==> src/rtl/bus_xbar.sv <==
// NumMaster x NumSlave bus crossbar: address decode, per-slave round-robin arbitration,
// response routing back to the issuing master, and an internal error responder for unmapped addresses.
module bus_xbar #(
  parameter int unsigned NumMaster = 2,
  parameter int unsigned NumSlave  = 8,
  parameter int unsigned AW        = 32,
  parameter int unsigned DW        = 32,
  parameter logic [NumSlave-1:0][AW-1:0] SlaveBase = {
    32'h1000_5000, 32'h1000_4000, 32'h1000_3000, 32'h1000_2000,
    32'h1000_1000, 32'h1000_0000, 32'h0010_0000, 32'h0000_0000},
  parameter logic [NumSlave-1:0][AW-1:0] SlaveMask = {
    32'hFFFF_F000, 32'hFFFF_F000, 32'hFFFF_F000, 32'hFFFF_F000,
    32'hFFFF_F000, 32'hFFFF_F000, 32'hFFFF_0000, 32'hFFFF_0000}
) (
  input  logic                              clk_i,
  input  logic                              rst_ni,
  input  logic [NumMaster-1:0]              m_req_i,
  output logic [NumMaster-1:0]              m_gnt_o,
  input  logic [NumMaster-1:0][AW-1:0]      m_addr_i,
  input  logic [NumMaster-1:0]              m_we_i,
  input  logic [NumMaster-1:0][DW/8-1:0]    m_be_i,
  input  logic [NumMaster-1:0][DW-1:0]      m_wdata_i,
  output logic [NumMaster-1:0]              m_rvalid_o,
  output logic [NumMaster-1:0][DW-1:0]      m_rdata_o,
  output logic [NumMaster-1:0]              m_err_o,
  output logic [NumSlave-1:0]               s_req_o,
  output logic [NumSlave-1:0][AW-1:0]       s_addr_o,
  output logic [NumSlave-1:0]               s_we_o,
  output logic [NumSlave-1:0][DW/8-1:0]     s_be_o,
  output logic [NumSlave-1:0][DW-1:0]       s_wdata_o,
  input  logic [NumSlave-1:0]               s_gnt_i,
  input  logic [NumSlave-1:0]               s_rvalid_i,
  input  logic [NumSlave-1:0][DW-1:0]       s_rdata_i,
  input  logic [NumSlave-1:0]               s_err_i
);

  localparam int unsigned MW = (NumMaster > 1) ? $clog2(NumMaster) : 1;
  localparam int unsigned SW = (NumSlave > 1) ? $clog2(NumSlave) : 1;

  logic [NumMaster-1:0]         pending_q, pending_d;
  logic [NumMaster-1:0]         err_q, err_d;
  logic [NumSlave-1:0]          busy_q, busy_d;
  logic [NumSlave-1:0][MW-1:0]  owner_q, owner_d;
  logic [NumSlave-1:0][MW-1:0]  rr_q, rr_d;

  logic [NumMaster-1:0]         elig;
  logic [NumMaster-1:0]         hit;
  logic [NumMaster-1:0][SW-1:0] tgt;
  logic [NumSlave-1:0]          win_vld;
  logic [NumSlave-1:0][MW-1:0]  win_idx;

  // A master with a transaction in flight is invisible until its response has returned.
  assign elig = m_req_i & ~pending_q;

  // Address decode; scanning downwards lets the lowest matching slave win on overlap.
  always_comb begin
    hit = '0;
    tgt = '0;
    for (int m = 0; m < int'(NumMaster); m++) begin
      for (int s = int'(NumSlave) - 1; s >= 0; s--) begin
        if ((m_addr_i[m] & SlaveMask[s]) == SlaveBase[s]) begin
          hit[m] = 1'b1;
          tgt[m] = SW'(s);
        end
      end
    end
  end

  // Round-robin winner per idle slave, starting the search at rr_q.
  always_comb begin : arb
    int unsigned idx;
    idx     = 0;
    win_vld = '0;
    win_idx = '0;
    for (int s = 0; s < int'(NumSlave); s++) begin
      if (!busy_q[s]) begin
        for (int k = 0; k < int'(NumMaster); k++) begin
          idx = (32'(rr_q[s]) + 32'(k)) % NumMaster;
          if (!win_vld[s] && elig[MW'(idx)] && hit[MW'(idx)] && (tgt[MW'(idx)] == SW'(s))) begin
            win_vld[s] = 1'b1;
            win_idx[s] = MW'(idx);
          end
        end
      end
    end
  end

  // Forward the winner's request; everything stays zero without a winner.
  always_comb begin
    s_req_o   = win_vld;
    s_addr_o  = '0;
    s_we_o    = '0;
    s_be_o    = '0;
    s_wdata_o = '0;
    for (int s = 0; s < int'(NumSlave); s++) begin
      if (win_vld[s]) begin
        s_addr_o[s]  = m_addr_i[win_idx[s]];
        s_we_o[s]    = m_we_i[win_idx[s]];
        s_be_o[s]    = m_be_i[win_idx[s]];
        s_wdata_o[s] = m_wdata_i[win_idx[s]];
      end
    end
  end

  // Unmapped requests are accepted immediately by the error responder.
  always_comb begin
    err_d   = elig & ~hit;
    m_gnt_o = err_d;
    for (int s = 0; s < int'(NumSlave); s++) begin
      if (win_vld[s] && s_gnt_i[s]) m_gnt_o[win_idx[s]] = 1'b1;
    end
  end

  // Route responses to the recorded owner; responses from idle slaves are dropped.
  always_comb begin
    m_rvalid_o = err_q;
    m_err_o    = err_q;
    m_rdata_o  = '0;
    for (int m = 0; m < int'(NumMaster); m++) begin
      for (int s = 0; s < int'(NumSlave); s++) begin
        if (s_rvalid_i[s] && busy_q[s] && (owner_q[s] == MW'(m))) begin
          m_rvalid_o[m] = 1'b1;
          m_rdata_o[m]  = s_rdata_i[s];
          m_err_o[m]    = s_err_i[s];
        end
      end
    end
  end

  always_comb begin
    pending_d = pending_q;
    busy_d    = busy_q;
    owner_d   = owner_q;
    rr_d      = rr_q;
    for (int m = 0; m < int'(NumMaster); m++) begin
      if (m_rvalid_o[m])    pending_d[m] = 1'b0;
      else if (m_gnt_o[m])  pending_d[m] = 1'b1;
    end
    for (int s = 0; s < int'(NumSlave); s++) begin
      if (win_vld[s] && s_gnt_i[s]) begin
        busy_d[s]  = 1'b1;
        owner_d[s] = win_idx[s];
        rr_d[s]    = MW'((32'(win_idx[s]) + 32'd1) % NumMaster);
      end else if (s_rvalid_i[s]) begin
        busy_d[s]  = 1'b0;
      end
    end
  end

  always_ff @(posedge clk_i or negedge rst_ni) begin
    if (!rst_ni) begin
      pending_q <= '0;
      err_q     <= '0;
      busy_q    <= '0;
      owner_q   <= '0;
      rr_q      <= '0;
    end else begin
      pending_q <= pending_d;
      err_q     <= err_d;
      busy_q    <= busy_d;
      owner_q   <= owner_d;
      rr_q      <= rr_d;
    end
  end

endmodule

==> config.mk <==
export PLATFORM = sky130hd
export DESIGN_NAME = bus_xbar
export DESIGN_NICKNAME = d
export VERILOG_FILES = /design/src/rtl/bus_xbar.sv
export SDC_FILE = /design/constraint.sdc
export NUM_CORES = 1
export LEC_CHECK = 0
export BUFFER_PORTS_ARGS = -buffer_cell sky130_fd_sc_hd__buf_2
export CORE_AREA = 2 2 409 411
export CTS_CLUSTER_SIZE = 25
export DETAILED_ROUTE_END_ITERATION = 6
export DIE_AREA = 0 0 411 413
export GPL_ROUTABILITY_DRIVEN = 0
export PLACE_DENSITY = 0.3
export SETUP_SLACK_MARGIN = 0.05
export SYNTH_ARGS = -nofsm -noshare
export SYNTH_HDL_FRONTEND = slang
export SYNTH_SLANG_ARGS = --single-unit
==> constraint.sdc <==
create_clock -name clk_i -period 2 [get_ports clk_i]
set_input_delay 0.1 -clock clk_i [delete_from_list [all_inputs] [get_ports clk_i]]
set_output_delay 0.1 -clock clk_i [all_outputs]
set_load 0.01 [all_outputs]
==> run_summary.xml <==
<?xml version="1.0" encoding="UTF-8"?>
<metrics>
  <group name="outcome">
    <metric name="status" unit="">finished, violations left</metric>
    <metric name="violations" unit="">negative setup slack</metric>
  </group>
  <group name="global_routing">
    <metric name="grt_pass1_wl" unit="microns">206000</metric>
    <metric name="track_usage" unit="%">17.4</metric>
    <metric name="grt_antenna_before_repair" unit="">64</metric>
    <metric name="grt_overflow" unit="">0</metric>
    <metric name="maximum_number_of_pins_on_one_net_before_global_route_repair" unit="">43</metric>
    <metric name="via_count_of_the_first_global_routing_pass" unit="">23200</metric>
  </group>
  <group name="timing">
    <metric name="finalCriticalPeriod" unit="ns">2.90</metric>
    <metric name="fin_worst_hold_slack" unit="ns">0.0439</metric>
    <metric name="skew" unit="ns">0.00712</metric>
    <metric name="finalHoldViolCount" unit="">0</metric>
    <metric name="timing.final.setup_violations" unit="">507</metric>
    <metric name="fin_setup_tns" unit="ns">-330.88</metric>
    <metric name="achievable-frequency" unit="MHz">345</metric>
    <metric name="report.final.slew_viol_count" unit="">0</metric>
    <metric name="timing_worst_slew_pin_value" unit="ns">0.998</metric>
    <metric name="unrepaired_setup_endpoints_after_global_routing" unit="">true</metric>
    <metric name="final.setup.worst_slack" unit="ns">-0.896</metric>
    <metric name="min_period_over_period" unit="%">145</metric>
    <metric name="worst_slew_margin_rel" unit="%">33.2</metric>
  </group>
  <group name="power">
    <metric name="power.ir.vdd_worst" unit="mV">0.273</metric>
    <metric name="power_switching_share" unit="%">50.1</metric>
    <metric name="net-switching-power" unit="uW">1750</metric>
    <metric name="power.share.clock" unit="%">18.4</metric>
    <metric name="power.sequential.fraction" unit="%">17.9</metric>
    <metric name="power.combinational.fraction" unit="%">63.7</metric>
    <metric name="power_density" unit="nW/um^2">121</metric>
    <metric name="total_leakage_power" unit="uW">0.0134</metric>
    <metric name="internal_power" unit="uW">1750</metric>
    <metric name="pwr_total" unit="uW">3500</metric>
  </group>
  <group name="floorplan">
    <metric name="die_area" unit="sq um">170000</metric>
    <metric name="die_h" unit="microns">413</metric>
    <metric name="initial_core_util" unit="%">8.09</metric>
    <metric name="placementRows" unit="">150</metric>
    <metric name="core_area" unit="sq um">166000</metric>
    <metric name="die_w" unit="microns">411</metric>
    <metric name="pin_count" unit="">1052</metric>
  </group>
  <group name="setup_path">
    <metric name="crit_path_start_kind" unit="">register</metric>
    <metric name="cp_data_required_time" unit="ns">1.90</metric>
    <metric name="cp-end-kind" unit="">output pin</metric>
    <metric name="critical_path_peak_fanout" unit="">7</metric>
    <metric name="timing.setup.critical_path_class" unit="">reg2out</metric>
    <metric name="worst-r2r-setup-slack" unit="ns">-0.56</metric>
    <metric name="worst_ep_arrival_time" unit="ns">2.80</metric>
  </group>
  <group name="yosys">
    <metric name="synth_edf_count" unit="">0</metric>
    <metric name="cell_area_after_synthesis" unit="sq um">13400</metric>
    <metric name="synth_seq_area_share" unit="%">5.22</metric>
    <metric name="asyncSetResetFlopFracSynth" unit="%">100</metric>
    <metric name="yosysWarnings" unit="">0</metric>
    <metric name="ys_ff_latch" unit="">28</metric>
    <metric name="instance_count_of_the_mapped_netlist" unit="">2447</metric>
    <metric name="ys.flop_type" unit="">sky130_fd_sc_hd__dfrtp_1</metric>
    <metric name="post_synth.cell_area_avg" unit="sq um">5.49</metric>
    <metric name="number_of_distinct_library_cell_variants_in_the_gate_level_netlist_after_synthesis" unit="">68</metric>
  </group>
  <group name="detailed_routing">
    <metric name="antenna_violating_nets_post_route" unit="">0</metric>
    <metric name="drt-pass1-iter-count" unit="">5</metric>
    <metric name="detail_route.drc_violations" unit="">0</metric>
    <metric name="route.detailed.vias_per_inst" unit="">4.11</metric>
    <metric name="drt_first_iter_violations" unit="">1730</metric>
    <metric name="avgRoutedWirePerCell" unit="microns">29.1</metric>
    <metric name="drt-total-wl" unit="microns">170000</metric>
    <metric name="routed-via-count" unit="">24100</metric>
  </group>
  <group name="final_layout">
    <metric name="multi_input_area" unit="sq um">13400</metric>
    <metric name="nFillCells" unit="">19200</metric>
    <metric name="final-instance-count-excl-fill" unit="">5853</metric>
    <metric name="sequential_cell_area" unit="sq um">704</metric>
    <metric name="areaGrowthSynthToFinish" unit="%">115</metric>
    <metric name="finalNetCount" unit="">4043</metric>
    <metric name="layout-drive-gt1-share" unit="%">57.0</metric>
  </group>
  <group name="clock_network">
    <metric name="clock_sink_count" unit="">28</metric>
    <metric name="tritoncts.num_buffers" unit="">3</metric>
    <metric name="ctsHtreeMaxLevel" unit="">1</metric>
    <metric name="clock_pin_transition_on_the_worst_setup_and_hold_timing_paths" unit="ns">0.08</metric>
    <metric name="clk_lat_worst_skew" unit="ns">0.28</metric>
    <metric name="cts_tree" unit="">yes</metric>
    <metric name="cts_buffer_depth" unit="">2</metric>
    <metric name="cts.root.buffer_cell" unit="">sky130_fd_sc_hd__clkbuf_16</metric>
  </group>
  <group name="place">
    <metric name="io_buffer_count" unit="">913</metric>
    <metric name="place.detailed.instances" unit="">5699</metric>
    <metric name="dp_wirelength" unit="microns">129000</metric>
    <metric name="place_worst_setup_slack" unit="ns">-1.14</metric>
  </group>
  <group name="hold_path">
    <metric name="worstHoldPathType" unit="">in2reg</metric>
  </group>
  <group name="job">
    <metric name="max_cap_violations" unit="">0</metric>
  </group>
</metrics>
-- flip-flops by register name, indices dropped and copies added, names as in the netlist --
| name | cells |
|---|---|
| owner_q | 8 |
| err_q | 2 |
| busy_q | 8 |
| pending_q | 2 |
| rr_q | 8 |
-- synthesized netlist by cell type (32+ instances only) --
library cell               instances  area share, %
sky130_fd_sc_hd__nand2_1         798             22
sky130_fd_sc_hd__a21oi_1         356             13
sky130_fd_sc_hd__buf_4           186             10
sky130_fd_sc_hd__clkbuf_1        143            4.0
sky130_fd_sc_hd__nor2_1          136            3.8
sky130_fd_sc_hd__o21ai_0         109            4.1
sky130_fd_sc_hd__buf_2           100            3.7
sky130_fd_sc_hd__a221oi_1         56            3.7
sky130_fd_sc_hd__o22ai_1          56            2.6
sky130_fd_sc_hd__o221ai_1         54            3.5
sky130_fd_sc_hd__a22oi_1          53            3.0
sky130_fd_sc_hd__a21oi_2          48            3.1
sky130_fd_sc_hd__inv_1            38            1.1
sky130_fd_sc_hd__nor3_1           32            1.2
-- power groups by stage --
stage	logic (uW)	registers, uW	clock network (uW)
3_5_place_dp	2020	634	0
5_1_grt	2360	630	680
6_report	2230	626	642
4_1_cts	2070	625	668
3_3_place_gp	2010	634	0
2_1_floorplan	1020	632	0
-- layer usage --
| layer | part of all wire (%) | track usage (%) | up-vias |
|---|---|---|---|
| li1 | - | - | 10600 |
| met1 | 38 | 19.6 | 11900 |
| met2 | 51 | 32.1 | 1198 |
| met3 | 6.0 | 3.28 | 269 |
| met4 | 4.7 | 6.62 | 24 |
| met5 | 0.097 | 0 | - |
-- cells by family (layout without fill, tap and decap cells) --
group                  after synthesis  after routing  share of synthesized area [%]
and+or+nand+nor                   1093           1094                           34.0
buffers and inverters              484           1518                           20.2
muxes                               10             10                          0.913
AOI/OAI and AO/OA                  831            832                           39.6
DFF                                 28             28                           5.22
other                                1            167                         0.0279
-- cell type report --
cell class,instances,area share [%]
Timing Repair Buffer,1476,40.4
Multi-Input combinational cell,2074,46.5
Sequential cell,28,2.44
Clock buffer,3,0.260
Tap cell,2204,9.54
Inverter,38,0.511
Antenna cell,29,0.251
Clock inverter,1,0.104
-- worst max-delay path, cell delays in order (launching register included) --
cell,delay [ns]
sky130_fd_sc_hd__dfrtp_1,0.41
sky130_fd_sc_hd__nor4b_4,0.30
sky130_fd_sc_hd__nand2_1,0.12
sky130_fd_sc_hd__or4_4,0.58
sky130_fd_sc_hd__mux2i_4,0.24
sky130_fd_sc_hd__buf_12,0.15
sky130_fd_sc_hd__buf_16,0.17
sky130_fd_sc_hd__buf_12,0.17
sky130_fd_sc_hd__nand2_4,0.06
sky130_fd_sc_hd__a21oi_4,0.16
sky130_fd_sc_hd__buf_2,0.14
-- worst paths after layout --
check                              from             end  cells after the start
max in group asynchronous        rst_ni         rr_q[5]                      3
max reg2reg                pending_q[0]      owner_q[4]                     13
max                        pending_q[0]  s_wdata_o[218]                     10
min reg2reg                  owner_q[6]      owner_q[6]                      2
min                          s_gnt_i[1]       busy_q[1]                      3
min in group asynchronous        rst_ni      owner_q[5]                      2
-- through the flow --
stage	utilization, %	instance area [sq um]
floorplan	-	15600
global placement	15.0	24900
detailed placement	15.0	24900
CTS	15.8	26200
global route	17.4	28900
finish	17.4	28900
-- timing repair --
item / 4_1_cts / 5_1_grt
pin swaps: 31 / 191
hold buffers: 1 / 0
gates cloned: 12 / 33
hold endpoints to repair: 18 / 0
resized for setup: 158 / 358
buffers inserted: 28 / 57
endpoints found under the setup margin: 509 / 510
-- cell usage in the layout (no fill, tap or decap), types with 14 or more instances in the layout --
master and instances:
sky130_fd_sc_hd__buf_12 123, sky130_fd_sc_hd__a22oi_2 48, sky130_fd_sc_hd__a221o_1 18, sky130_fd_sc_hd__nor2_1 107, sky130_fd_sc_hd__o22ai_1 56, sky130_fd_sc_hd__o21ai_0 107, sky130_fd_sc_hd__nor2_2 25, sky130_fd_sc_hd__buf_4 367
sky130_fd_sc_hd__buf_2 842, sky130_fd_sc_hd__buf_8 18, sky130_fd_sc_hd__a21oi_4 71, sky130_fd_sc_hd__a21oi_2 202, sky130_fd_sc_hd__nor3_1 25, sky130_fd_sc_hd__inv_1 34, sky130_fd_sc_hd__nand2_2 64, sky130_fd_sc_hd__a211oi_1 18
sky130_fd_sc_hd__buf_6 87, sky130_fd_sc_hd__nand4_1 14, sky130_fd_sc_hd__diode_2 29, sky130_fd_sc_hd__clkbuf_16 28, sky130_fd_sc_hd__nand2_4 77, sky130_fd_sc_hd__conb_1 138, sky130_fd_sc_hd__dfrtp_1 27, sky130_fd_sc_hd__nand2_1 655
sky130_fd_sc_hd__a22oi_1 15, sky130_fd_sc_hd__nand3_1 16, sky130_fd_sc_hd__a21oi_1 131, sky130_fd_sc_hd__o221ai_1 54, sky130_fd_sc_hd__a221oi_1 56
No activity file was read; power rests on OpenSTA's default activity.
